==> src/rtl/bit_ops_seq.sv <==
// bit_ops_seq: multi-cycle rotate/shift/bit unit (RLC/RRC/RL/RR/SLA/SRA/SWAP/SRL
// repeated COUNT times, or BIT/RES/SET on a selected bit).
//
// Build option: BIT_OPS_SEQ_BARREL_EN
//    undefined : iterative engine, one shift step per RUN cycle
//    defined   : the whole repeat count is applied in a single RUN cycle
//
// state  | meaning
// -------+---------------------------------------------------------------
// S_IDLE | waiting for start; outputs hold the last result
// S_RUN  | working value/carry being stepped (or bit op being evaluated)
// S_DONE | result registers valid, done pulse; a new start is accepted here
module bit_ops_seq #(
   parameter int WIDTH = 8,
   parameter int CNT_W = 4,
   parameter int SEL_W = 3
) (
   input  logic             clock,
   input  logic             reset,
   input  logic             start,
   input  logic [4:0]       op,
   input  logic [SEL_W-1:0] bit_sel,
   input  logic [CNT_W-1:0] count,
   input  logic [WIDTH-1:0] data_in,
   input  logic             c_in,
   output logic             busy,
   output logic             done,
   output logic [WIDTH-1:0] data_out,
   output logic             c_out,
   output logic             z_out,
   output logic             h_out
);

   typedef enum logic [1:0] {
      S_IDLE = 2'd0,
      S_RUN  = 2'd1,
      S_DONE = 2'd2
   } state_t;

   localparam int MAX_CNT = (1 << CNT_W) - 1;

   state_t           state;
   state_t           state_nxt;
   logic             accept;
   logic             last_step;

   logic [4:0]       op_q;
   logic [SEL_W-1:0] sel_q;
   logic [CNT_W-1:0] remaining;
   logic [WIDTH-1:0] work;
   logic             carry_w;

   logic             is_shift;
   logic [WIDTH-1:0] mask;
   logic [WIDTH:0]   shift_val;
   logic [WIDTH-1:0] res_data;
   logic             res_c;
   logic             res_z;
   logic             res_h;

   // One single-bit step of the selected shift; returns {carry, value}.
   function automatic logic [WIDTH:0] shift_step(
      input logic [2:0]       sop,
      input logic [WIDTH-1:0] w,
      input logic             c
   );
      logic [WIDTH-1:0] nw;
      logic             nc;
      nw = w;
      nc = c;
      case (sop)
         3'd0: begin nw = {w[WIDTH-2:0], w[WIDTH-1]}; nc = w[WIDTH-1]; end
         3'd1: begin nw = {w[0], w[WIDTH-1:1]};       nc = w[0];       end
         3'd2: begin nw = {w[WIDTH-2:0], c};          nc = w[WIDTH-1]; end
         3'd3: begin nw = {c, w[WIDTH-1:1]};          nc = w[0];       end
         3'd4: begin nw = {w[WIDTH-2:0], 1'b0};       nc = w[WIDTH-1]; end
         3'd5: begin nw = {w[WIDTH-1], w[WIDTH-1:1]}; nc = w[0];       end
         3'd6: begin nw = {w[WIDTH/2-1:0], w[WIDTH-1:WIDTH/2]}; nc = 1'b0; end
         default: begin nw = {1'b0, w[WIDTH-1:1]};    nc = w[0];       end
      endcase
      return {nc, nw};
   endfunction

`ifdef BIT_OPS_SEQ_BARREL_EN
   // Chained copies of the single step so results match the iterative engine exactly.
   function automatic logic [WIDTH:0] shift_multi(
      input logic [2:0]       sop,
      input logic [WIDTH-1:0] w,
      input logic             c,
      input logic [CNT_W-1:0] n
   );
      logic [WIDTH:0] acc;
      acc = {c, w};
      for (int i = 0; i < MAX_CNT; i++) begin
         if (i < int'(n)) begin
            acc = shift_step(sop, acc[WIDTH-1:0], acc[WIDTH]);
         end
      end
      return acc;
   endfunction
`endif

   assign is_shift = (op_q[4:3] == 2'b00);

`ifdef BIT_OPS_SEQ_BARREL_EN
   assign last_step = 1'b1;
`else
   assign last_step = !is_shift || (remaining <= CNT_W'(1));
`endif

   // State register.
   always_ff @(posedge clock) begin
      if (reset) begin
         state <= S_IDLE;
      end else begin
         state <= state_nxt;
      end
   end

   // Next-state decode, acceptance and status outputs.
   always_comb begin
      state_nxt = state;
      accept    = 1'b0;
      busy      = (state != S_IDLE);
      done      = (state == S_DONE);
      case (state)
         S_IDLE: begin
            if (start) begin
               accept    = 1'b1;
               state_nxt = S_RUN;
            end
         end
         S_RUN: begin
            if (last_step) begin
               state_nxt = S_DONE;
            end
         end
         S_DONE: begin
            if (start) begin
               accept    = 1'b1;
               state_nxt = S_RUN;
            end else begin
               state_nxt = S_IDLE;
            end
         end
         default: state_nxt = S_IDLE;
      endcase
   end

   // One-hot mask of the selected bit; an out-of-range index selects nothing.
   always_comb begin
      mask = '0;
      for (int i = 0; i < WIDTH; i++) begin
         if (sel_q == SEL_W'(i)) begin
            mask[i] = 1'b1;
         end
      end
   end

   // Final result and flags as they will be registered on the last RUN cycle.
   always_comb begin
`ifdef BIT_OPS_SEQ_BARREL_EN
      shift_val = shift_multi(op_q[2:0], work, carry_w, remaining);
`else
      shift_val = (remaining == '0) ? {carry_w, work} : shift_step(op_q[2:0], work, carry_w);
`endif
      res_data = work;
      res_c    = carry_w;
      res_z    = 1'b0;
      res_h    = 1'b0;
      case (op_q[4:3])
         2'd0: begin
            res_data = shift_val[WIDTH-1:0];
            res_c    = shift_val[WIDTH];
            res_z    = (shift_val[WIDTH-1:0] == '0);
         end
         2'd1: begin
            res_z = ~|(work & mask);
            res_h = 1'b1;
         end
         2'd2: begin
            res_data = work & ~mask;
            res_z    = ((work & ~mask) == '0);
         end
         default: begin
            res_data = work | mask;
            res_z    = ((work | mask) == '0);
         end
      endcase
   end

   // Operand capture, iterative stepping and result registers.
   always_ff @(posedge clock) begin
      if (reset) begin
         op_q      <= '0;
         sel_q     <= '0;
         remaining <= '0;
         work      <= '0;
         carry_w   <= 1'b0;
         data_out  <= '0;
         c_out     <= 1'b0;
         z_out     <= 1'b0;
         h_out     <= 1'b0;
      end else begin
         if (accept) begin
            op_q      <= op;
            sel_q     <= bit_sel;
            remaining <= count;
            work      <= data_in;
            carry_w   <= c_in;
         end else if (state == S_RUN) begin
`ifndef BIT_OPS_SEQ_BARREL_EN
            if (is_shift && !last_step) begin
               {carry_w, work} <= shift_step(op_q[2:0], work, carry_w);
               remaining       <= remaining - CNT_W'(1);
            end
`endif
            if (last_step) begin
               data_out <= res_data;
               c_out    <= res_c;
               z_out    <= res_z;
               h_out    <= res_h;
            end
         end
      end
   end

endmodule
==> config.mk <==
export PLATFORM = sky130hd
export DESIGN_NAME = bit_ops_seq
export DESIGN_NICKNAME = d
export VERILOG_FILES = /design/src/rtl/bit_ops_seq.sv
export SDC_FILE = /design/constraint.sdc
export NUM_CORES = 1
export LEC_CHECK = 0
export CAP_MARGIN = 30
export CORE_MARGIN = 5
export CORE_UTILIZATION = 57
export CTS_CLUSTER_DIAMETER = 40
export DETAILED_ROUTE_END_ITERATION = 10
export HOLD_SLACK_MARGIN = 0.1
export PLACE_DENSITY_LB_ADDON = 0.05
export SYNTH_ARGS = -nofsm -noshare
export SYNTH_HDL_FRONTEND = slang
export SYNTH_SLANG_ARGS = --single-unit
==> constraint.sdc <==
create_clock -name clock -period 4.5 [get_ports clock]
set_input_delay 0.9 -clock clock [delete_from_list [all_inputs] [get_ports clock]]
set_output_delay 0.9 -clock clock [all_outputs]
set_load 0.02 [all_outputs]
======== Word level (Yosys, flattened, before mapping) ========
Cells that the tools add are included.
word-level totals
  word-level logic and storage cells ...... 88
  bits in registers ....................... 34
  output and inout bits ................... 13
operators by class
  $add $sub $neg .......................... 1
  reduce and logical (&&, ||, !) cells .... 22
  $lt $le $gt $ge ......................... 1
  mux-type cells .......................... 30
  bitwise gates (word level) .............. 5
  equal/unequal tests ..................... 19
operators by type and width
  cell                                                 number
  one-hot mux 8 bit (7 select lines)                   1
  logical NOT 8 bit                                    3
  two-way mux 8 bit                                    3
  one-hot mux 8 bit (3 select lines)                   1
  equality test 3 bit, second input constant           7
  AND 8 bit                                            2
  two-way mux 1 bit                                    16
  equality test 3 x 2 -> 1 bit, second input constant  4
  two-way mux 4 bit                                    3
  two-way mux 9 bit                                    1
  inverter 8 bit                                       1
  OR 8 bit                                             1
  OR reduction 8 bit                                   1
  equality test 3 x 1 -> 1 bit, second input constant  2
  logical NOT 3 bit                                    2
  one-hot mux 2 bit (3 select lines)                   1
  nonzero test 2 bit                                   3
  equality test 2 x 1 -> 1 bit, second input constant  2
  equality test 2 bit, second input constant           2
  <= comparator 4 x 1 -> 1 bit, second input constant  1
  logical NOT 2 bit                                    2
  logical NOT 4 bit                                    1
  two-way mux 2 bit                                    2
  inequality test 2 bit, second input constant         2
  other kinds (11)                                     14

======== Longest topological paths before layout ========
  word-level depth ........................ 8
  depth in mapped cells ................... 9
  depth with buffers taken out ............ 8

======== Least setup slack after synthesis ========
Ideal clock, no wire load.
  path type ............................... register -> register
  start point ............................. register remaining[0]
  end point ............................... register z_out
  clock period less this slack ............ 2.011 ns
  cell stages (with the launch flop) ...... 8
  library setup time ...................... 0.060 ns
  data arrival time ....................... 1.951 ns
  required time ........................... 4.440 ns
  path slack .............................. 2.489 ns
  cell sequence ........................... dfxtp_1 -> inv_1 -> ha_1 -> nor3b_1 -> or4_1 -> o32a_1 -> a21oi_1 -> o221a_1
between the ends
  longest elaborated chain between the ends .. 4
ends and longest elaborated chain
  item                                line  source
  start: declaration                  49    logic [CNT_W-1:0] remaining;
  start signal: assignment            208   remaining <= count;
  start signal: assignment            215   remaining <= remaining - CNT_W'(1);
  logical NOT 4 bit                   165   shift_val = (remaining == '0) ? {carry_w, work} : shift_step(op_q[2:0], work, carry_w);
  two-way mux 9 bit                   165
  logical NOT 8 bit                   175   res_z = (shift_val[WIDTH-1:0] == '0);
  one-hot mux 1 bit (3 select lines)  171   case (op_q[4:3])
  end signal: assignment              221   z_out <= res_z;
  end: declaration                    30    output logic z_out,
Several ways; a longest one is shown, not always the timed one.
A chain may end at the register's enable or synchronous reset.

======== Worst setup path after layout ========
  start point ............................. register op_q[0]
  end point ............................... register z_out
between the ends
  longest elaborated chain between the ends .. 5
ends and longest elaborated chain
  item                                         line  source
  start: declaration                           47    logic [4:0] op_q;
  start signal: assignment                     206   op_q <= op;
  equality test 3 bit (tied with other cells)  71    case (sop)
  one-hot mux 8 bit (7 select lines) (*)       71
  two-way mux 9 bit (*)                        165
  logical NOT 8 bit (*)                        175
  one-hot mux 1 bit (3 select lines) (*)       171
Every way passes the cells marked *; elsewhere a longest branch is shown, timed or not.

==> impl_metrics.sql <==
INSERT INTO impl_metrics (metric_group, metric, value, unit) VALUES
('run_status', 'run_status', 'finished, final reports clean', ''),
('drt', 'detailed_routed_wire_length_on_met3', '424', 'µm'),
('worst_setup_path', 'critPathMaxFanout', '26', ''),
('yosys', 'synth_flop_cell', 'sky130_fd_sc_hd__dfxtp_1', ''),
('yosys', 'yosys_register_bits', '34', ''),
('sta', 'slew_violations', '0', ''),
('worst_setup_path', 'worstPathCellList', 'and4b_1 -> a221oi_1 -> nand2_1 -> or4b_1 -> a21oi_1 -> o221a_1', ''),
('die', 'die-width', '71.61', 'µm'),
('pwr', 'power.share.sequential', '0.423', ''),
('drt', 'met2RoutedLength', '2.700', 'mm'),
('hold_path', 'timing.hold.worst.start', 'data_out[1]', ''),
('cells_and_area', 'finish.net_count', '331', ''),
('yosys', 'mappedNetlistArea', '2163', 'µm²'),
('pwr', 'irDropWorstVdd', '184.5', 'µV'),
('yosys', 'dominant_cell_by_count_in_the_synthesized_netlist', 'sky130_fd_sc_hd__nand2_1', ''),
('cells_and_area', 'final.fill_count', '307', ''),
('cells_and_area', 'syn_to_final_growth', '20.53', '%'),
('cts', 'postCtsSetupRepairBufs', '0', ''),
('placement', 'dp_cells', '345', ''),
('drt', 'detail_route.drc_violations', '0', ''),
('sta', 'final-hold-violation-count', '0', ''),
('flow_run', 'cap_violations', '0', ''),
('global_routing', 'antenna_found_initial', '0', ''),
('die', 'floorplan.rows', '22', ''),
('drt', 'top_layer', 'met4', ''),
('worst_setup_path', 'cp_slowest_stage_delay', '810', 'ps'),
('pwr', 'power.combinational.fraction', '0.250', ''),
('cells_and_area', 'final_cell_count_no_fill', '352', ''),
('cts', 'post_cts_resize_count', '0', ''),
('global_routing', 'via_count_of_the_first_global_routing_pass', '1952', ''),
('sta', 'setup_viol', '0', ''),
('sta', 'layout_setup_ws', '1914', 'ps'),
('sta', 'layout_worst_path_cycle_share', '0.5747', ''),
('yosys', 'post_synth_top_area_share', '0.3146', ''),
('worst_setup_path', 'ff2ff_setup_slack', '1910', 'ps'),
('worst_setup_path', 'worst_r2r_path_depth', '6', ''),
('global_routing', 'grt_start_max_net_pins', '27', ''),
('placement', 'replace_congestion', '0.8468', ''),
('drt', 'dr.first_iter.drc_count', '253', ''),
('die', 'die_area', '5127', 'µm²'),
('yosys', 'netlist-cell-type-count', '53', ''),
('yosys', 'synth.top_cells.by_count', 'sky130_fd_sc_hd__nand2_1 (41), sky130_fd_sc_hd__dfxtp_1 (34), sky130_fd_sc_hd__nor2_1 (30)', ''),
('placement', 'hpwlAfterDp', '4.105', 'mm'),
('die', 'die_y_extent', '71.61', 'µm'),
('sta', 'fin_crit', '2586', 'ps'),
('global_routing', 'grt.total_usage', '0.2302', ''),
('worst_setup_path', 'timing.critical_path.to', 'z_out', ''),
('sta', 'rsz0062_at_grt', 'false', ''),
('die', 'initial_utilization', '0.5909', ''),
('cts', 'cts_hold_buf', '0', ''),
('sta', 'worst_pin_slew', '769.1', 'ps'),
('cells_and_area', 'n_antenna_cell', '0', ''),
('yosys', 'async_flop_share', '0', ''),
('worst_setup_path', 'worstSetupStartpoint', 'op_q[0]', ''),
('worst_setup_path', 'cp-start-kind', 'flip-flop', ''),
('worst_setup_path', 'crit_required', '4730', 'ps'),
('drt', 'wl_per_cell', '16.29', 'µm'),
('yosys', 'synth.yosys.warnings', '0', ''),
('sta', 'totalNegativeSetupSlack', '0', 'ps'),
('drt', 'detailedRoute.firstPassIterationCount', '5', ''),
('worst_setup_path', 'cp_slowest_cell', 'sky130_fd_sc_hd__dfxtp_1', ''),
('yosys', 'syn-num-nets', '312', ''),
('placement', 'buffer_ports.inserted', '36', ''),
('cts', 'clk_root_buffer_cell', 'sky130_fd_sc_hd__clkbuf_8', ''),
('drt', 'detail_route.wirelength', '5.733', 'mm'),
('sta', 'finClkSkew', '5.840', 'ps'),
('worst_setup_path', 'timing.setup.critical_path_class', 'flip-flop to flip-flop', ''),
('yosys', 'sequential_share_of_the_synthesized_area', '0.3146', ''),
('drt', 'detail_route.wirelength.met1', '2.458', 'mm'),
('worst_setup_path', 'endpoint_kind', 'flip-flop', ''),
('die', 'core', '3661', 'µm²');
## sequential cells by signal, summed over array words and instances (netlist names)
name       cells
c_out          1
carry_w        1
data_out       8
h_out          1
op_q           5
remaining      4
sel_q          3
state          2
work           8
z_out          1
## logic make-up (layout without fill, tap and decap cells)
kind of cell	after synthesis	after routing	share of synthesized area
adder cells (fa/ha/maj)	3	3	0.01735
AND/OR/NAND/NOR	125	125	0.2834
buffers and inverters	32	51	0.06766
AO/OA/AOI/OAI	79	79	0.2539
flip-flops	34	34	0.3146
XOR/XNOR	2	2	0.008099
multiplexers	10	10	0.05494
## layout by cell type (no fill, tap or decap), drive strengths merged, types with 2 or more instances in the layout
cell           count
o211ai             4
a221o              3
clkbuf             6
inv                5
o221ai             2
ha                 3
nor3               8
dfxtp             34
mux2i              7
o31ai              2
a22oi              7
nand2b             6
nor2b              8
a211oi             6
nand3              9
o221a              2
nor3b              2
clkdlybuf4s50     36
buf                2
mux2               2
nor4               5
o2111ai            3
and4b              4
o21ai             10
nand3b             4
or2                2
nand2             42
a221oi             5
nor2              30
a21oi             26
o211a              3
## through the flow
step / area, µm² / power [mW] / util / hold slack (ps)
after floorplan: 2163 / 0.5157 / - / 500.3
after global placement: 2467 / 0.5861 / 0.6740 / 446.2
after detailed placement: 2495 / 0.5921 / 0.6815 / 455.7
after CTS: 2608 / 0.8761 / 0.7122 / 465.0
after global routing: 2608 / 0.9240 / 0.7122 / 502.6
final: 2608 / 0.8756 / 0.7122 / 462.6
## worst max-delay path, delay by kind of cell (launching register included)
family	cells	cell delay, ps
AOI/OAI and AO/OA	3	830
DFF	1	810
and+or+nand+nor	3	890
## worst min-delay path by stage
stage / endpoint / slack [ps] / cells after the start
finish: data_out[1] / 460 / 2
global route: data_out[1] / 500 / 2
CTS: data_out[1] / 470 / 2
detailed placement: data_out[1] / 460 / 2
global placement: data_out[1] / 450 / 2
floorplan: work[2] / 500 / 2
## layout make-up
class | instances | area [µm²] | share of cell area
Clock inverter | 1 | 30.03 | 0.01152
Tap cell | 48 | 60.06 | 0.02303
Multi-Input combinational cell | 219 | 1336 | 0.5125
Clock buffer | 6 | 82.58 | 0.03167
Inverter | 6 | 22.52 | 0.008637
Sequential cell | 34 | 680.7 | 0.2610
Timing Repair Buffer | 38 | 395.4 | 0.1516
## power by group through the flow
stage | registers [mW] | logic (mW) | clock network [mW]
after CTS | 0.369 | 0.218 | 0.290
after global placement | 0.374 | 0.212 | 0
after global routing | 0.375 | 0.240 | 0.309
final | 0.370 | 0.219 | 0.287
after detailed placement | 0.376 | 0.217 | 0
after floorplan | 0.357 | 0.158 | 0
## routing by layer
metal / vias to the layer above / global-route usage
met5: - / 0
met1: 1020 / 0.3099
met4: 0 / 0.08977
li1: 1071 / -
met3: 16 / 0.03787
met2: 93 / 0.3673
No activity file was read; power rests on OpenSTA's default activity.
